**src/rtl/aud_rec_if.sv**
```systemverilog
// Bundles the control pulses, I2S ADC inputs, SRAM write port and status of the audio recorder.
interface aud_rec_if;
    logic        i_start;
    logic        i_pause;
    logic        i_stop;
    logic        i_adclrck;
    logic        i_adcdat;
    logic [19:0] o_sram_addr;
    logic [15:0] o_sram_data;
    logic        o_sram_we_n;
    logic [19:0] o_rec_len;
    logic        o_full;
    logic        o_busy;

    modport master (
        output i_start, i_pause, i_stop, i_adclrck, i_adcdat,
        input  o_sram_addr, o_sram_data, o_sram_we_n, o_rec_len, o_full, o_busy
    );

    modport slave (
        input  i_start, i_pause, i_stop, i_adclrck, i_adcdat,
        output o_sram_addr, o_sram_data, o_sram_we_n, o_rec_len, o_full, o_busy
    );
endinterface

```
**src/rtl/aud_rec_writer.sv**
```systemverilog
// Captures 16-bit left-channel I2S ADC samples and writes them to consecutive SRAM addresses.
//
// state    | meaning
// IDLE     | not recording; address/length/full hold
// WAIT_LRC | waiting for the left-frame edge (falling LRCK)
// SHIFT    | shifting in 16 data bits, MSB first
// WRITE    | one-cycle SRAM write of the assembled sample
// PAUSE    | recording suspended; address/length hold
module aud_rec_writer (
    input  logic      i_clk,
    input  logic      i_rst_n,
    aud_rec_if.slave  bus
);
    typedef enum logic [2:0] {
        IDLE     = 3'd0,
        WAIT_LRC = 3'd1,
        SHIFT    = 3'd2,
        WRITE    = 3'd3,
        PAUSE    = 3'd4
    } state_t;

    state_t      state, state_d;
    logic        lrc_d;
    logic [14:0] shreg, shreg_d;
    logic [3:0]  bit_cnt, cnt_d;
    logic [15:0] data_q, data_d;
    logic [19:0] addr_q, addr_d;
    logic [19:0] len_q, len_d;
    logic        full_q, full_d;
    logic        lfe;

    assign lfe = lrc_d & ~bus.i_adclrck;

    always_ff @(posedge i_clk or negedge i_rst_n) begin
        if (!i_rst_n) begin
            state   <= IDLE;
            lrc_d   <= 1'b1;
            shreg   <= '0;
            bit_cnt <= '0;
            data_q  <= '0;
            addr_q  <= '0;
            len_q   <= '0;
            full_q  <= 1'b0;
        end else begin
            state   <= state_d;
            lrc_d   <= bus.i_adclrck;
            shreg   <= shreg_d;
            bit_cnt <= cnt_d;
            data_q  <= data_d;
            addr_q  <= addr_d;
            len_q   <= len_d;
            full_q  <= full_d;
        end
    end

    always_comb begin
        state_d = state;
        shreg_d = shreg;
        cnt_d   = bit_cnt;
        data_d  = data_q;
        addr_d  = addr_q;
        len_d   = len_q;
        full_d  = full_q;
        case (state)
            IDLE: begin
                if (bus.i_start) begin
                    addr_d  = '0;
                    len_d   = '0;
                    full_d  = 1'b0;
                    state_d = WAIT_LRC;
                end
            end
            WAIT_LRC: begin
                // The LFE cycle itself is the I2S one-bit delay slot, so its data is skipped.
                if (bus.i_stop)       state_d = IDLE;
                else if (bus.i_pause) state_d = PAUSE;
                else if (lfe) begin
                    cnt_d   = 4'd15;
                    state_d = SHIFT;
                end
            end
            SHIFT: begin
                shreg_d = {shreg[13:0], bus.i_adcdat};
                if (bus.i_stop)       state_d = IDLE;
                else if (bus.i_pause) state_d = PAUSE;
                else if (bit_cnt == 4'd0) begin
                    data_d  = {shreg, bus.i_adcdat};
                    state_d = WRITE;
                end else begin
                    cnt_d = bit_cnt - 4'd1;
                end
            end
            WRITE: begin
                len_d = len_q + 20'd1;
                if (addr_q == 20'hFFFFF) begin
                    full_d  = 1'b1;
                    state_d = IDLE;
                end else begin
                    addr_d = addr_q + 20'd1;
                    if (bus.i_stop)       state_d = IDLE;
                    else if (bus.i_pause) state_d = PAUSE;
                    else                  state_d = WAIT_LRC;
                end
            end
            PAUSE: begin
                if (bus.i_stop)       state_d = IDLE;
                else if (bus.i_start) state_d = WAIT_LRC;
            end
            default: state_d = IDLE;
        endcase
    end

    // we_n decodes straight from state so an async reset deasserts it immediately.
    assign bus.o_sram_we_n = (state != WRITE);
    assign bus.o_sram_addr = addr_q;
    assign bus.o_sram_data = data_q;
    assign bus.o_rec_len   = len_q;
    assign bus.o_full      = full_q;
    assign bus.o_busy      = (state != IDLE);
endmodule

```
**src/flat_wrapper.sv**
```systemverilog
// flat-port wrapper written by rule: the top's interface ports become plain ports
module aud_rec_writer_flat 
  (i_clk, i_rst_n, bus_i_start, bus_i_pause, bus_i_stop, bus_i_adclrck, bus_i_adcdat, bus_o_sram_addr, bus_o_sram_data, bus_o_sram_we_n, bus_o_rec_len, bus_o_full, bus_o_busy);
  aud_rec_if bus_i ();
  input  logic i_clk;
  input  logic i_rst_n;
  input wire logic [$bits(bus_i.i_start)-1:0] bus_i_start;
  input wire logic [$bits(bus_i.i_pause)-1:0] bus_i_pause;
  input wire logic [$bits(bus_i.i_stop)-1:0] bus_i_stop;
  input wire logic [$bits(bus_i.i_adclrck)-1:0] bus_i_adclrck;
  input wire logic [$bits(bus_i.i_adcdat)-1:0] bus_i_adcdat;
  output wire logic [$bits(bus_i.o_sram_addr)-1:0] bus_o_sram_addr;
  output wire logic [$bits(bus_i.o_sram_data)-1:0] bus_o_sram_data;
  output wire logic [$bits(bus_i.o_sram_we_n)-1:0] bus_o_sram_we_n;
  output wire logic [$bits(bus_i.o_rec_len)-1:0] bus_o_rec_len;
  output wire logic [$bits(bus_i.o_full)-1:0] bus_o_full;
  output wire logic [$bits(bus_i.o_busy)-1:0] bus_o_busy;
  assign bus_i.i_start = bus_i_start;
  assign bus_i.i_pause = bus_i_pause;
  assign bus_i.i_stop = bus_i_stop;
  assign bus_i.i_adclrck = bus_i_adclrck;
  assign bus_i.i_adcdat = bus_i_adcdat;
  assign bus_o_sram_addr = bus_i.o_sram_addr;
  assign bus_o_sram_data = bus_i.o_sram_data;
  assign bus_o_sram_we_n = bus_i.o_sram_we_n;
  assign bus_o_rec_len = bus_i.o_rec_len;
  assign bus_o_full = bus_i.o_full;
  assign bus_o_busy = bus_i.o_busy;
  aud_rec_writer u_core (.i_clk(i_clk), .i_rst_n(i_rst_n), .bus(bus_i));
endmodule
```
**config.mk**
```make
export PLATFORM = sky130hd
export DESIGN_NAME = aud_rec_writer_flat
export DESIGN_NICKNAME = d
export VERILOG_FILES = /design/src/rtl/aud_rec_if.sv /design/src/rtl/aud_rec_writer.sv /design/src/flat_wrapper.sv
export SDC_FILE = /design/constraint.sdc
export NUM_CORES = 1
export LEC_CHECK = 0
export ABC_AREA = 0
export BUFFER_PORTS_ARGS = -buffer_cell sky130_fd_sc_hd__buf_4
export CAP_MARGIN = 20
export CORE_MARGIN = 2
export CORE_UTILIZATION = 60
export DETAILED_ROUTE_END_ITERATION = 6
export PLACE_DENSITY = 0.95
export SLEW_MARGIN = 5
export SYNTH_ARGS = -nofsm -noshare
export SYNTH_HDL_FRONTEND = slang
export SYNTH_SLANG_ARGS = --single-unit
```
**constraint.sdc**
```tcl
create_clock -name i_clk -period 5.8 [get_ports i_clk]
set_input_delay 0.87 -clock i_clk [delete_from_list [all_inputs] [get_ports i_clk]]
set_output_delay 0.87 -clock i_clk [all_outputs]
set_load 0.02 [all_outputs]
```
Yosys cells after proc, flatten, opt, wreduce, memory -nomap -nowiden
Index checks and enable logic that the tools add are counted.
{ "totals": {"register_bits": 80, "latchBits": 0, "ram_bits": 0, "mem_bits_ro": 0, "out_inout_bits": 59, "word_cells": 69, "n_memories": 0} }
{ "op_classes": {"add_sub_neg": 3, "multipliers": 0, "n_div": 0, "magnitude_cmp": 0, "n_eq_ne": 17, "n_shift": 0, "n_mux": 26, "bitwise": 4, "reduce_logical": 11} }
{ "ops": {"columns": ["cell", "count"], "rows": [
  ["$pmux 20 s2", 2],
  ["$add 20x1->20 const B", 2],
  ["$mux 20", 2],
  ["$mux 3", 11],
  ["$mux 4", 6],
  ["$eq 20x20->1 const B", 1],
  ["$pmux 3 s5", 1],
  ["$ne 2x2->1 const B", 7],
  ["$ne 4x3->1 const B", 2],
  ["$pmux 4 s2", 1],
  ["$reduce_and 7->1", 1],
  ["$eq 3x2->1 const B", 2],
  ["$reduce_and 3->1", 2],
  ["$logic_not 4->1", 1],
  ["$ne 2x1->1 const B", 2],
  ["$reduce_and 2->1", 2],
  ["$reduce_and 4->1", 1],
  ["$reduce_bool 2->1", 2],
  ["$sub 4x1->4 const B", 1],
  ["$eq 3x1->1 const B", 1],
  ["$eq 3x3->1 const B", 1],
  ["$logic_not 3->1", 1],
  ["$ne 3x2->1 const B", 1],
  ["$not 1->1", 3],
  ["4 further kinds", 5]
]} }

Logic depth before layout (Yosys ltp)
{ "logic_depth": {"word_depth": 6, "mapped_depth": 7, "ltp_nobuf": 7} }

Worst setup path before layout
Ideal clock, no wire load.
{ "synth_path": {"path_kind": "in2reg", "from": "input port bus_i_pause", "to": "register u_core.data_q[0] (netlist: u_core.bus.o_sram_data[0])", "arrival_ps": 1981, "t_required_ps": 5675, "setup_slack_ps": 3694, "cell_stages": 5, "cell_sequence": "clkbuf_1 -> nor2_1 -> nand3_1 -> buf_2 -> mux2_2"} }
{ "synth_via": {"elab_chain_len": 2} }
{ "synth_rtl": {"columns": ["element", "line_no", "source"], "rows": [
  ["from (decl)", "flat_wrapper.sv:8", "input wire logic [$bits(bus_i.i_pause)-1:0] bus_i_pause;"],
  ["$not 1->1 (no source line)", null, null],
  ["$reduce_and 4->1 (no source line)", null, null],
  ["to (signal assigned)", "aud_rec_writer.sv:49", "data_q <= data_d;"],
  ["to (decl)", "aud_rec_writer.sv:26", "logic [15:0] data_q, data_d;"]
]} }
No other way between the ends.
A chain may end at the register's enable or synchronous reset.

Final worst setup path
{ "layout_path": {"from": "register u_core.state[1]", "to": "output port bus_o_sram_we_n"} }
{ "layout_via": {"elab_chain_len": 1} }
{ "layout_rtl": {"columns": ["element", "line_no", "source"], "rows": [
  ["from (decl)", "aud_rec_writer.sv:22", "state_t state, state_d;"],
  ["from (signal assigned)", "aud_rec_writer.sv:45", "state <= state_d;"],
  ["$ne 3x2->1", "aud_rec_writer.sv:114", "assign bus.o_sram_we_n = (state != WRITE);"],
  ["to (decl)", "flat_wrapper.sv:14", "output wire logic [$bits(bus_i.o_sram_we_n)-1:0] bus_o_sram_we_n;"]
]} }
No other way between the ends.

==> results.sh <==
export IMPL_status="finished clean"
export IMPL_synth_compound_area_frac=0.0826
export IMPL_skew_ns=0.00811
export IMPL_die_w_um=82.8
export IMPL_wire_per_inst_um=16.1
export IMPL_crit_family="buffers and inverters"
export IMPL_yosysTopAreaCell="dfrtp_1"
export IMPL_cp_slowest_cell="dfrtp_1"
export IMPL_core_area_um2=5960
export IMPL_grt_first_pass_wirelength_mm=12.9
export IMPL_netlist_area_leader_share=0.531
export IMPL_cts_path_max_buffers=2
export IMPL_ir_drop_uv=174
export IMPL_arrival_ns=2.09
export IMPL_yosysUniqueCellTypes=54
export IMPL_drv_cap=0
export IMPL_cts_tree="yes"
export IMPL_wl_met3_um=484
export IMPL_dr_pass1_iters=4
export IMPL_synth_top_family_by_area="simple AND/OR/NAND/NOR gates"
export IMPL_rsz0062_at_grt="false"
export IMPL_path_max_fanout=15
export IMPL_setup_violations=0
export IMPL_seq_area_frac_synth=0.538
export IMPL_top_layer="met4"
export IMPL_overflow=0
export IMPL_yosysMostFrequentCell="dfrtp_1"
export IMPL_synth_fa_ha_area_frac=0.0101
export IMPL_ctsResizeCount=0
export IMPL_r2r_cells=5
export IMPL_p_leak_nw=2.19
export IMPL_wirelength_met1_mm=3.39
export IMPL_regToRegStartpoint="u_core.state[1]"
export IMPL_slew_violations=0
export IMPL_synth_warnings=0
export IMPL_syn2layout_area_growth_pct=20.4
export IMPL_synth_nets=352
export IMPL_grt_total_usage=0.249
export IMPL_ioPinCount=66
export IMPL_layout_drive_gt1_share=0.306
export IMPL_final_cells=487
export IMPL_muxShareOfSynthArea=0.116
export IMPL_dp_hpwl_mm=5.35
export IMPL_grt_max_degree=81
export IMPL_postLayoutCoreUtil=0.753
export IMPL_path_cells="and3b_1, inv_1, buf_4"
export IMPL_ys_seq_elements=80
export IMPL_grt_pass1_vias=2825
export IMPL_cts_buffers=9
export IMPL_r2r_end="u_core.bus.o_sram_addr[6]"
export IMPL_routabilityCongestion=0.879
export IMPL_synthCells=342
export IMPL_synth_area_um2=3720
export IMPL_cpPeakStageDelay_ns=0.56
export IMPL_die_h_um=82.8
export IMPL_whs_ns=0.484
export IMPL_ff2ff_setup_slack_ns=3.42
export IMPL_cts_root_buf="clkbuf_8"
export IMPL_vias_per_cell=5.91
export IMPL_p_total_w=0.00110
export IMPL_ys_flop_type="dfrtp_1"
export IMPL_nets=417
export IMPL_min_path_type="in2async"
export IMPL_numClockSinks=80
export IMPL_synth_xor_xnor_area_share=0.0282
export IMPL_insertion_delay_ns=0.34
export IMPL_synth_edf_count=0
export IMPL_placed_cells=470
export IMPL_drc=0
export IMPL_synth_area_leaders="dfrtp_1, mux2_2, nand3_1"
export IMPL_antenna_left=0
export IMPL_wl_met2_mm=3.87
export IMPL_slew_headroom=0.340
export IMPL_io_buffers=65
export IMPL_synthSimpleGateAreaFrac=0.198
export IMPL_hold_viol=0
export IMPL_rows=28
export IMPL_post_cts_setup_buffer_count=0
export IMPL_worst_slew_pin_slew_ns=0.986
export IMPL_antenna_found_initial=0
export IMPL_fin_tns_setup_ns=0
export IMPL_fin_crit_ns=2.96
export IMPL_cts_clk_slew_worst_paths_ns=0.08
export IMPL_path_class="reg2out"
export IMPL_ys_async_sr_fraction=1.00
export IMPL_die_area_um2=6850
export IMPL_start_kind="flop"
export IMPL_worstSetupEndpointType="primary output"
export IMPL_period_share=0.510
export IMPL_syn_avg_cell_area_um2=10.9
export IMPL_diodes=0
export IMPL_path_buf_inv=2
export IMPL_cts_hold_buf=0
export IMPL_vias=2876
export IMPL_cellPowerDensity_nw_per_um2=246
export IMPL_dr_first_iter_drc_count=191
export IMPL_max_freq_ghz=0.338
export IMPL_initial_core_util=0.625
export IMPL_totalWireLength_mm=7.84
export IMPL_ys_top_cells_by_count="dfrtp_1, mux2_2, nand2_1, nand3_1, nor2_1"
export IMPL_htree_levels=3
export IMPL_required_ns=4.93
-- worst max path at each step --
stage	from	to	slack [ns]	cells after the start
6_report	u_core.state[1]	bus_o_sram_we_n	2.84	3
5_1_grt	u_core.state[1]	bus_o_sram_we_n	2.70	3
4_1_cts	u_core.state[1]	bus_o_sram_we_n	2.87	3
3_5_place_dp	bus_i_start	u_core.bus.o_rec_len[4]	3.17	5
3_3_place_gp	bus_i_start	u_core.bus.o_rec_len[3]	3.23	5
2_1_floorplan	bus_i_pause	u_core.bus.o_sram_data[0]	3.69	5
-- where the power goes --
group          switching, W  internal (W)   total, W
registers         0.0000204      0.000576   0.000597
clock network      0.000191      0.000233   0.000424
logic             0.0000492     0.0000332  0.0000824
total              0.000260      0.000843    0.00110
-- cell families (layout without fill, tap and decap cells) --
group | count (synthesis) | after routing
AND/OR/NAND/NOR | 137 | 137
flip-flops | 80 | 80
AO/OA/AOI/OAI | 47 | 47
multiplexers | 39 | 39
buffers and inverters | 24 | 94
XOR/XNOR | 12 | 12
adder cells (fa/ha/maj) | 3 | 3
-- cell type report --
type | count | area, um^2
Sequential cell | 80 | 2000
Tap cell | 75 | 93.8
Inverter | 10 | 37.5
Multi-Input combinational cell | 238 | 1620
Fill cell | 389 | 1470
Clock inverter | 3 | 40.0
Timing Repair Buffer | 68 | 523
Clock buffer | 13 | 169
-- state kept, by name, summed over array words and instances (netlist names) --
name and cells:
u_core.bit_cnt 4, u_core.bus.o_full 1, u_core.bus.o_rec_len 20, u_core.bus.o_sram_addr 20, u_core.bus.o_sram_data 16, u_core.lrc_d 1, u_core.shreg 15, u_core.state 3
-- through the flow --
step,setup WS (ns),area (um^2)
2_1_floorplan,3.69,3720
3_3_place_gp,3.23,4260
3_5_place_dp,3.17,4260
4_1_cts,2.87,4460
5_1_grt,2.70,4480
6_report,2.84,4480
-- cell usage in the layout (no fill, tap or decap), types with 3 or more instances in the layout --
cell	count
dfrtp_1	79
buf_4	67
mux2_2	32
nand2_1	31
nand3_1	25
nor2_1	20
o21ai_0	17
nor3_1	12
clkbuf_8	12
xnor2_1	11
inv_1	10
mux2i_1	7
nand4_1	7
and3_1	6
nor4_1	6
a21oi_1	5
and3b_1	4
or3_1	3
nor2b_1	3
and2_1	3
a211oi_1	3
o211ai_1	3
ha_1	3
-- layer usage --
| layer | vias to the layer above | global-route usage |
|---|---|---|
| li1 | 1369 | - |
| met1 | 1402 | 0.313 |
| met2 | 92 | 0.408 |
| met3 | 13 | 0.0703 |
| met4 | 0 | 0.0984 |
| met5 | - | 0 |
Power figures use the tool's default switching activity.
